--- src/rtl/op_sequencer.sv ---
// op_sequencer: sequences one 24-game arithmetic step (select, operate, write back, compact)
// Ports: clk; rst (async, active-low); load + init1..4 start a new game; key_vld + key deliver
//    keypad codes; num1..4 live numbers (dead slots read 0); how_many = live count - 1;
//    busy during EXEC/DIV/WRITE; err pulses in a rejecting WRITE; win when one 24 remains.
// Build option: define UNDO_EN to add a one-deep snapshot restored by key E.
module op_sequencer #(
   parameter int W = 10
) (
   input  logic         clk,
   input  logic         rst,
   input  logic         load,
   input  logic [W-1:0] init1,
   input  logic [W-1:0] init2,
   input  logic [W-1:0] init3,
   input  logic [W-1:0] init4,
   input  logic         key_vld,
   input  logic [3:0]   key,
   output logic [W-1:0] num1,
   output logic [W-1:0] num2,
   output logic [W-1:0] num3,
   output logic [W-1:0] num4,
   output logic [1:0]   how_many,
   output logic         busy,
   output logic         err,
   output logic         win
);
   localparam logic [2:0] SEL1 = 3'd0, SEL2 = 3'd1, SELOP = 3'd2, EXEC = 3'd3;
   localparam logic [2:0] DIV = 3'd4, WRITE = 3'd5, DONE = 3'd6;
   localparam int CW = $clog2(W);
   localparam logic [CW-1:0] DLAST = CW'(W - 1);
   logic [2:0]   st;
   logic [W-1:0] num [4];
   logic [W-1:0] t [5];
   logic [W-1:0] nx [4];
   logic [1:0]   hm, in1, in2, op, km;
   logic [W-1:0] res, q, b, r, a_s, b_s, rd, rnx, qnx;
   logic [W:0]   rn, sum;
   logic [2*W-1:0] prod;
   logic         rej, dz, ge, slot_ok;
   logic [CW-1:0] dc;
`ifdef UNDO_EN
   logic [W-1:0] snap [4];
   logic [1:0]   snap_hm;
   logic         snap_v, undo;
   assign undo = key_vld && key == 4'hE && snap_v &&
                 (st == SEL1 || st == SEL2 || st == SELOP || st == DONE);
`endif
   // keys 1..4 map to slot 0..3; valid only inside the live count
   assign km      = key[1:0] - 2'd1;
   assign slot_ok = key_vld && key >= 4'd1 && key <= 4'd4 && km <= hm;
   assign a_s  = num[in1];
   assign b_s  = num[in2];
   assign sum  = {1'b0, a_s} + {1'b0, b_s};
   assign prod = {{W{1'b0}}, a_s} * {{W{1'b0}}, b_s};
   // restoring divide step: q shifts the dividend out MSB-first and the quotient in
   assign rn  = {r, q[W-1]};
   assign ge  = rn >= {1'b0, b};
   assign rd  = rn[W-1:0] - b;
   assign rnx = ge ? rd : rn[W-1:0];
   assign qnx = {q[W-2:0], ge};
   // commit view: result lands in in1, then everything above in2 drops one slot
   assign t[4] = '0;
   for (genvar g = 0; g < 4; g++) begin : g_cmp
      assign t[g]  = (in1 == 2'(g)) ? res : num[g];
      assign nx[g] = (2'(g) < in2) ? t[g] : (2'(g) < hm) ? t[g+1] : '0;
   end
   always_ff @(posedge clk or negedge rst) begin
      if (!rst) begin
         st <= DONE;
         for (int i = 0; i < 4; i++) num[i] <= '0;
         hm  <= '0;
         in1 <= '0;
         in2 <= '0;
         op  <= '0;
         res <= '0;
         q   <= '0;
         b   <= '0;
         r   <= '0;
         rej <= 1'b0;
         dz  <= 1'b0;
         dc  <= '0;
`ifdef UNDO_EN
         for (int i = 0; i < 4; i++) snap[i] <= '0;
         snap_hm <= '0;
         snap_v  <= 1'b0;
`endif
      end else if (load) begin
         num <= '{init1, init2, init3, init4};
         hm  <= 2'd3;
         in1 <= '0;
         in2 <= '0;
         st  <= SEL1;
`ifdef UNDO_EN
         snap_v <= 1'b0;
`endif
`ifdef UNDO_EN
      end else if (undo) begin
         num    <= snap;
         hm     <= snap_hm;
         snap_v <= 1'b0;
         st     <= SEL1;
`endif
      end else begin
         case (st)
            SEL1: if (slot_ok) begin
               in1 <= km;
               st  <= SEL2;
            end
            SEL2: if (slot_ok && km != in1) begin
               in2 <= km;
               st  <= SELOP;
            end else if (key_vld && key == 4'hF) st <= SEL1;
            SELOP: if (key_vld) begin
               if (key == 4'hA || key == 4'hB || key == 4'hD) begin
                  op <= key[1:0];
                  st <= EXEC;
               end else if (key == 4'hC) begin
                  q  <= a_s;
                  b  <= b_s;
                  r  <= '0;
                  dz <= b_s == '0;
                  dc <= '0;
                  st <= DIV;
               end else if (key == 4'hF) st <= SEL1;
            end
            EXEC: begin
               res <= (op == 2'b10) ? sum[W-1:0] : (op == 2'b11) ? a_s - b_s : prod[W-1:0];
               rej <= (op == 2'b10) ? sum[W] : (op == 2'b11) ? a_s < b_s : |prod[2*W-1:W];
               st  <= WRITE;
            end
            DIV: begin
               q  <= qnx;
               r  <= rnx;
               dc <= dc + 1'b1;
               if (dc == DLAST) begin
                  res <= qnx;
                  rej <= dz || rnx != '0;
                  st  <= WRITE;
               end
            end
            WRITE: begin
               if (!rej) begin
                  num <= nx;
                  hm  <= hm - 2'd1;
`ifdef UNDO_EN
                  snap    <= num;
                  snap_hm <= hm;
                  snap_v  <= 1'b1;
`endif
               end
               st <= (!rej && hm == 2'd1) ? DONE : SEL1;
            end
            default: st <= DONE;
         endcase
      end
   end
   assign num1     = num[0];
   assign num2     = num[1];
   assign num3     = num[2];
   assign num4     = num[3];
   assign how_many = hm;
   assign busy     = st == EXEC || st == DIV || st == WRITE;
   assign err      = st == WRITE && rej;
   assign win      = hm == 2'd0 && num[0] == W'(24);
endmodule
--- config.mk ---
export PLATFORM = sky130hd
export DESIGN_NAME = op_sequencer
export DESIGN_NICKNAME = d
export VERILOG_FILES = /design/src/rtl/op_sequencer.sv
export SDC_FILE = /design/constraint.sdc
export NUM_CORES = 1
export LEC_CHECK = 0
export CORE_MARGIN = 3
export CORE_UTILIZATION = 39
export DETAILED_ROUTE_END_ITERATION = 7
export PLACE_DENSITY = 0.56
export SLEW_MARGIN = 25
export SYNTH_ARGS = -nofsm -noshare
export SYNTH_HDL_FRONTEND = slang
export SYNTH_SLANG_ARGS = --single-unit
--- constraint.sdc ---
create_clock -name clk -period 20.6 [get_ports clk]
set_input_delay 4.12 -clock clk [delete_from_list [all_inputs] [get_ports clk]]
set_output_delay 4.12 -clock clk [all_outputs]
set_load 0.005 [all_outputs]
==> summary.md, run 1 <==
| Metric | Value |
|---|---|
| Outcome | complete, no violations |
| Num CTS Buffers | 9 |
| RSZ-0062 raised after global routing | false |
| Post-CTS Resized | 0 |
| Synth Warn # | 0 |
| Switching share of total power | around half |
| Top cells by area, synth | dfrtp_1, fa_1, ha_1 |
| Initial Utilization | approximately two fifths |
| Post-DRT Antenna Nets | 0 |
| WS Path Type | register to register |
| Worst-path clk slew | approximately 0.080 ns |
| Die ar. | 0.02941 mm^2 |
| Maximum number of pins on one net before global-route repair | slightly below 80 |
| Crit-path max FO | 16 |
| Syn Inst Count | approximately 1300 |
| Worst Max-Slew Pin Slew | a little over 0.9 ns |
| Die Y | between 150 and 200 um |
| Clock power share | 14.6% |
| Cts hold-fix bufs | 0 |
| Cell mode on critical path | fa_1 |
| H-Tree Depth | 3 |
| Clk sinks | 97 |
| Wire per inst | 19.85 um |
| First-pass GRT wire length | around 52 mm |
| Slew Limit Fails | 0 |
| Psw | 647.0 uW |
| Syn nets | roughly 1500 |
| Core Footprint | approximately 0.027 mm^2 |
| TritonCTS clock tree | built |
| Number of port buffers | 92 |
| Yosys cell types | 73 |
| GR Overflow Total | 0 |
| Hold Path Class | register to register |
| CP endpoint kind | register |
| Vias per cell | roughly 5.6 |
| Die X | roughly 170 um |
| Global Route Usage Sum | a little under a quarter |
| EDFF count, synth | 0 |
| Layout cells sized above 1 | 5.602% |
| Worst path slowest cell | dfrtp_1 |
| Synth top area share | 22.26% |
| Worst-Skew Late Latency | ~0.36 ns |
| Met1 GRT Util | roughly a third |
| Power, Total | around 1.3 mW |
| Slowest stage delay, CP | around 0.9 ns |
| Area Growth Syn to Fin | 13.14% |
| DRC violations left | 0 |
| Max_cap viols | 0 |
| Count leader, synth | nand2_1 |
| Root Buffer | clkbuf_16 |
| Final WL | around 33 mm |
| WHS | just under 0.5 ns |
| Initial DRT Pass Iterations | 5 |
| Setup Viol. Count Final | 0 |
| Power Dens Cells | between 100 and 150 mW/mm^2 |
| Row cnt | 59 |
| Ys async rst share | 100.0% |
| I/O Pins | between 90 and 100 |
| Post-DP HPWL | approximately 25 mm |
| RePlAce Congestion | 0.9498 |
| Pint | between 600 and 700 uW |
| Final antenna diode count | 0 |
| Tmin final | ~6.9 ns |
| Syn Area/Cell | around 8.4 um^2 |
| Top FF cell, synth | dfrtp_1 |
| Arr. time, crit path | slightly above 7 ns |
| Post-CTS Setup Bufs | 0 |
| Crit start category | register |
| Mapped Area | 0.01068 mm^2 |
| Final hold vios | 0 |
| Setup TNS | 0 ns |
| Vias in the first global route | approximately 9200 |
| Max Clk Rate | around 140 MHz |
| DR iter-0 viols | roughly 800 |
| Initial antenna violation count | 0 |
| Flops & latches, synth | 97 |
| Gate power share | 67.9% |
| Final period util | 33.51% |
| Slew HR | between 30% and 40% |
| Reg power frac | 17.5% |
| Met2 Use GR | about two fifths |
| Max Clock Skew | 0.01319 ns |
| Peak VDD IR | ~0.09 mV |
| Crit-path cells | mux4_2 > and2_1 > fa_1 > inv_1 > fa_1 > inv_1 > fa_1 > fa_1 > inv_1 > fa_1 > inv_1 > ha_1 > and4b_1 > a221o_1 > nor4_1 > nand4_1 > nor4_2 > o2111ai_1 > nor4_1 > a32oi_1 |
| Leak | around 5.5 nW |
| DR vias | a little over 9000 |
| Post-layout nets | between 1500 and 2000 |
| Post-synth top cells | nand2_1, inv_1, nor2_1 |
| GR peak layer | met2 |
| Worst Path Required | 20.83 ns |
| Synth area leader | dfrtp_1 |
| Seq/Total Area, Yosys | around 23% |
| Bufs on Longest Clock Path | 2 |
| Met3 Use GR | under 10% |
per-stage QoR:
step | cell area [um^2] | worst slack, ns | util (%) | std cells
after CTS | 12090 | 13.66 | 45.60 | 1638
final | 12090 | 13.70 | 45.60 | 1638
after floorplan | 10680 | 14.05 | - | 1266
after global placement | 11760 | 13.57 | 44.36 | 1622
after global routing | 12090 | 13.27 | 45.60 | 1638
after detailed placement | 11760 | 13.53 | 44.37 | 1622
power groups by stage:
| stage | registers, mW | clock network [mW] | logic [mW] |
|---|---|---|---|
| after floorplan | 0.224 | 0 | 0.681 |
| after global placement | 0.236 | 0 | 0.898 |
| after detailed placement | 0.236 | 0 | 0.898 |
| after CTS | 0.233 | 0.199 | 0.908 |
| after global routing | 0.236 | 0.206 | 1.04 |
| final | 0.233 | 0.196 | 0.908 |
per-layer routing:
layer / wire (um) / up-vias
met5: 0 / -
met4: 387 / 0
met3: 1471 / 26
met2: 15590 / 267
met1: 15070 / 4453
li1: - / 4421
cell usage in the layout (no fill, tap or decap), types with 55 or more instances in the layout:
master and instances:
nand2_1 185, inv_1 114, nor2_1 114, ha_1 97, dfrtp_1 95, clkdlybuf4s50_1 90, o21ai_0 74, a21oi_1 72
fa_1 65, mux2i_1 55
path summary, 6_finish.rpt:
path	cells past startpoint	slack (ns)	endpoint	from
min in group asynchronous	1	3.70	num4[3]	rst
hold / removal	2	0.48	b[9]	b[9]
setup reg to reg	20	13.70	rej	in1[0]
hold reg to reg	2	0.48	b[9]	b[9]
max in group asynchronous	2	15.67	q[6]	rst
setup / recovery	20	13.70	rej	in1[0]
area by class of cell:
| cell class | instances | area, um^2 |
|---|---|---|
| Clock buffer | 10 | 229.0 |
| Clock inverter | 6 | 98.84 |
| Fill cell | 2607 | 14420 |
| Inverter | 114 | 427.9 |
| Multi-Input combinational cell | 976 | 7507 |
| Sequential cell | 97 | 2430 |
| Tap cell | 335 | 419.2 |
| Timing Repair Buffer | 100 | 973.4 |
cell families (layout without fill, tap and decap cells):
| family | after synthesis | after routing | share of synthesized area, % |
|---|---|---|---|
| AOI/OAI and AO/OA | 278 | 278 | 15.97 |
| buffers and inverters | 193 | 230 | 6.993 |
| muxes | 89 | 89 | 10.85 |
| adders and majority gates | 162 | 162 | 23.54 |
| xor gates and xnor gates | 26 | 26 | 2.132 |
| and+or+nand+nor | 421 | 421 | 17.77 |
| DFF | 97 | 97 | 22.75 |
flip-flops by register name, indices dropped and copies added (netlist names), 3 cells and up:
| name | count |
|---|---|
| num3 | 10 |
| st | 3 |
| res | 10 |
| num4 | 10 |
| b | 10 |
| dc | 4 |
| num1 | 10 |
| r | 10 |
| num2 | 10 |
| q | 10 |
worst max-delay path: cells and delay by family, from the launching register on:
family,cells,cell delay (ns)
mux,1,0.78
simple gates,6,1.40
compound gates,3,0.54
fa+ha+maj,6,2.96
buf+inv,4,0.20
flops,1,0.89
(Power assumes the default switching activity.)
==> inputs of run 2 (changes only) <==
Settings changed: PLACE_DENSITY 0.56 to 0.58.
Clock period 20.6 ns to 5.71 ns, I/O delays scaled along.
==> summary.md, run 2 (synthesis results as in run 1) <==
| Metric | Value |
|---|---|
| Outcome | finished, violations left |
| Failing checks | negative setup slack |
| Clk sinks | 97 |
| First-pass GRT wire length | about 55 mm |
| Worst Max-Slew Pin Slew | between 0.9 and 1 ns |
| Core Footprint | ~0.027 mm^2 |
| WS Path Type | register to register |
| Hold Path Class | register to register |
| Initial antenna violation count | 0 |
| Pre-CTS setup slack | -0.1213 ns |
| Commonest non-fill, non-tap cell in the layout | nand2_1 |
| Post-layout nets | 1629 |
| Leak | 6.113 nW |
| TritonCTS clock tree | built |
| Setup Viol. Count Final | 1 |
| Row cnt | 59 |
| Post-DRT Antenna Nets | 0 |
| Die Y | approximately 170 um |
| DR vias | 9630 |
| Final antenna diode count | 0 |
| GR Overflow Total | 0 |
| Final period util | 100.7% |
| Slew Limit Fails | 0 |
| Post-DP HPWL | 26.66 mm |
| I/O Pins | 93 |
| Num CTS Buffers | 9 |
| WHS | 0.4817 ns |
| RSZ-0062 raised after global routing | true |
| Setup TNS | -0.04250 ns |
| Global Route Usage Sum | 23.69% |
| Max Clk Rate | about 170 MHz |
| Max Clock Skew | approximately 0.014 ns |
| Placed instance area | roughly 0.013 mm^2 |
| Area Growth Syn to Fin | 23.29% |
| H-Tree Depth | 3 |
| Final hold vios | 0 |
| Die X | roughly 170 um |
| Fin area | between 0.01 and 0.015 mm^2 |
| Final WL | between 30 and 40 mm |
| Placed Cells incl. Taps | roughly 1700 |
| Root Buffer | clkbuf_16 |
| Initial DRT Pass Iterations | 5 |
| Peak VDD IR | just over 0.4 mV |
| Number of port buffers | about 90 |
| Max_cap viols | 0 |
| Crit start category | register |
| Fin cells | between 1500 and 2000 |
| Maximum number of pins on one net before global-route repair | 50 |
| Wire per inst | 19.06 um |
| Worst-path clk slew | roughly 0.080 ns |
| Die ar. | ~0.03 mm^2 |
| Final Core Density | 49.69% |
| Tmin final | 5.752 ns |
| DRC violations left | 0 |
| Crit-path max FO | 10 |
| Slack of the critical path | -0.04250 ns |
| Arr. time, crit path | around 6.0 ns |
| Vias per cell | roughly 5.5 |
| Power, Total | 5.403 mW |
| Layout cells sized above 1 | between 10% and 20% |
| CP endpoint kind | register |
| Worst-Skew Late Latency | approximately 0.37 ns |
| Most frequent cells in the layout | nand2_1, buf_4, nor2_1 |
| Slew HR | 37.20% |
| Worst Path Required | roughly 6 ns |
| Power Dens Cells | approximately 410 mW/mm^2 |
| DR iter-0 viols | 572 |
| Bufs on Longest Clock Path | 2 |
| Vias in the first global route | around 10000 |
| RePlAce Congestion | 0.9247 |
| Initial Utilization | between 40% and 50% |
## run 2: cell types whose count changed in the layout (fill, tap and decap cells not counted), sizes merged
cell    delta
bufinv     -1
buf      +121
clkinv     +1
## run 2: worst paths after layout
kind / from / to / slack [ns] / cells past startpoint
min in group asynchronous: rst / num3[1] / 0.82 / 1
setup / recovery: in2[0] / rej / -0.04 / 22
max in group asynchronous: rst / b[5] / 3.76 / 2
hold reg to reg: b[8] / b[8] / 0.48 / 2
setup reg to reg: in2[0] / rej / -0.04 / 22
hold / removal: b[8] / b[8] / 0.48 / 2
## run 2: routing by layer
metal / global-route usage, % / part of all wire [%] / vias to the layer above
li1: - / - / 4658
met1: 32.32 / 46 / 4658
met2: 39.09 / 47 / 262
met3: 3.402 / 4.9 / 52
met4: 7.418 / 2.7 / 0
met5: 0 / 0 / -
## run 2: worst max-delay path: stages, from the launching register on
cell       delay [ns]
dfrtp_1          0.41
buf_12           0.16
mux4_2           0.52
buf_4            0.16
buf_4            0.14
nand2_2          0.07
fa_1             0.38
inv_1            0.08
fa_1             0.43
fa_1             0.51
fa_1             0.52
inv_1            0.05
fa_1             0.49
inv_2            0.05
ha_4             0.21
and4b_1          0.18
a221o_1          0.27
nor4_2           0.24
nand4_1          0.13
nor4_2           0.14
o2111ai_1        0.14
nor4_1           0.21
a32oi_1          0.13
## run 2: layout make-up
cell class | count | area (um^2)
Clock buffer | 10 | 239.0
Timing Repair Buffer | 221 | 1986
Sequential cell | 97 | 2430
Fill cell | 2548 | 13330
Tap cell | 335 | 419.2
Multi-Input combinational cell | 976 | 7582
Inverter | 114 | 427.9
Clock inverter | 6 | 85.08
## run 2: what timing repair did
| action | in CTS | in global routing |
|---|---|---|
| buffers inserted | 3 | 2 |
| pin swaps | 4 | 1 |
| hold buffers | 0 | 0 |
| cloned | 0 | 0 |
| gates resized for setup | 7 | 2 |
| endpoints found under the setup margin | 1 | 3 |
## run 2: report_power, final
| part | internal (mW) | total (mW) | switching, mW |
|---|---|---|---|
| Clock | 0.365 | 0.689 | 0.324 |
| Combinational | 1.82 | 3.91 | 2.08 |
| Sequential | 0.744 | 0.806 | 0.0629 |
==> inputs of run 3 (changes only) <==
Settings changed: CORE_UTILIZATION 39 to 35, PLACE_DENSITY 0.58 to 0.53.
==> summary.md, run 3 (synthesis results as in run 1) <==
| Metric | Value |
|---|---|
| Worst R2R Path Depth | 21 |
| RSZ-0062 raised after global routing | true |
| Reg2reg end | rej |
| Post-layout nets | between 1500 and 2000 |
| Crit-path max FO | 10 |
| Slew HR | 39.34% |
| Max Clock Skew | around 0.02 ns |
| Critical R2R Launch | in2[0] |
| Fin cells | roughly 1800 |
| Pint | approximately 2.8 mW |
| Worst Max-Slew Pin Slew | ~0.91 ns |
| Max Clk Rate | ~170 MHz |
| DRC violations left | 0 |
| Final Core Density | a little over two fifths |
| Post-DP HPWL | between 20 and 30 mm |
| GR Overflow Total | 0 |
| Number of port buffers | just over 90 |
| DR iter-0 viols | about 530 |
| Crit path launch | in2[0] |
| Tmin final | roughly 5.7 ns |
| Row cnt | 63 |
| Power, Total | 5.268 mW |
| Reg power frac | 15.3% |
| Clk sinks | 97 |
| Worst-Skew Late Latency | roughly 0.37 ns |
| Area Growth Syn to Fin | 22.48% |
| Peak VDD IR | 0.3188 mV |
| Slew Limit Fails | 0 |
| Placed Cells incl. Taps | about 1800 |
| GR peak layer | met2 |
| Global Route Usage Sum | about a fifth |
| Switching share of total power | a little under half |
| TritonCTS clock tree | built |
| Die ar. | between 0.03 and 0.04 mm^2 |
| Initial antenna violation count | 0 |
| RePlAce Congestion | 0.9125 |
| Worst-path clk slew | approximately 0.080 ns |
| Root Buffer | clkbuf_16 |
| Pre-CTS setup slack | -0.09672 ns |
| Outcome | finished, violations left |
| Crit start category | register |
| Hold Path Class | register to register |
| Most frequent cells in the layout | nand2_1, nor2_1, buf_4 |
| Bufs on Longest Clock Path | 2 |
| Max_cap viols | 0 |
| Final hold vios | 0 |
| Setup Viol. Count Final | 1 |
| First-pass GRT wire length | about 54 mm |
| Power Dens Cells | about 400 mW/mm^2 |
| Final period util | 100.6% |
| Initial DRT Pass Iterations | 5 |
| Layout cells sized above 1 | approximately 14% |
| Met1 GRT Util | between 20 and 30% |
| CP Capture Point | rej |
| Psw | about 2.4 mW |
| Leak | 6.025 nW |
| Clock power share | between 10% and 20% |
| I/O Pins | 93 |
| H-Tree Depth | 3 |
| Wire per inst | 18.87 um |
| WS Path Type | register to register |
| Met2 Use GR | 34.79% |
| Num CTS Buffers | 9 |
| Die X | roughly 180 um |
| Failing checks | negative setup slack |
| Final WL | about 34 mm |
| Maximum number of pins on one net before global-route repair | 71 |
| Die Y | ~180 um |
| Core Footprint | between 0.02 and 0.03 mm^2 |
| Final antenna diode count | 0 |
| Vias per cell | roughly 5.3 |
| Arr. time, crit path | just under 6 ns |
| Commonest non-fill, non-tap cell in the layout | nand2_1 |
| DR vias | between 9000 and 10000 |
| Setup slack, reg-to-reg | -0.04 ns |
| Vias in the first global route | slightly below 10000 |
| Gate power share | around 72% |
| CP endpoint kind | register |
| Met3 Use GR | ~3.3% |
| Worst Path Required | approximately 6 ns |
| Post-DRT Antenna Nets | 0 |
| Initial Utilization | 35.75% |
| Slack of the critical path | -0.03635 ns |
run 3: cell type report:
cell class,instances,area (um^2)
timing repair buffer,208,1847
multi-input combinational,976,7584
inverter,114,427.9
tap,390,488.0
sequential,97,2430
clock buffer,9,225.2
fill,2970,16790
clock inverter,7,81.33
run 3: metal layers:
metal | part of all wire [%] | wire, um | vias up
met3 | 4.6 | 1553 | 52
met1 | 45 | 15410 | 4622
li1 | - | - | 4640
met2 | 47 | 16070 | 269
met4 | 2.8 | 961 | 0
met5 | 0 | 0 | -
run 3: repair_timing:
action                     4_1_cts  5_1_grt
setup buffers                    0        0
resized for setup                2        8
setup endpoints to repair        1        2
hold buffers                     0        0
run 3: power groups by stage:
stage	registers, mW	logic [mW]	clock network [mW]
after floorplan	0.810	2.52	0
after global placement	0.816	3.66	0
after detailed placement	0.817	3.68	0
after CTS	0.804	3.74	0.663
after global routing	0.812	4.30	0.695
final	0.805	3.81	0.649
run 3: worst min path at each step:
stage,startpoint,end,slack (ns),cells after the start
3_3_place_gp,b[3],b[3],0.46,2
2_1_floorplan,b[1],b[1],0.45,2
5_1_grt,b[5],b[5],0.51,2
3_5_place_dp,b[6],b[6],0.47,2
4_1_cts,b[6],b[6],0.49,2
6_report,b[6],b[6],0.48,2
run 3: worst max-delay path: stages, from the launching register on:
cell	delay [ns]
dfrtp_1	0.41
buf_12	0.17
mux4_2	0.55
and2_4	0.19
fa_1	0.52
inv_1	0.05
fa_1	0.47
inv_1	0.05
fa_1	0.45
fa_1	0.51
inv_1	0.05
fa_1	0.49
inv_2	0.05
ha_4	0.21
buf_4	0.15
a21oi_2	0.18
nand2_1	0.07
o221a_1	0.24
o41ai_2	0.28
mux2i_1	0.15
nor4_2	0.28
a32oi_1	0.12
run 3: stage by stage:
stage	area [um^2]	TNS (ns)	hold WS (ns)
finish	13080	-0.03635	0.4805
global placement	12720	-0.01577	0.4621
detailed placement	12720	-0.09672	0.4719
global route	13080	-0.3778	0.5126
CTS	13040	-0.09370	0.4904
floorplan	10790	-0.01197	0.4498
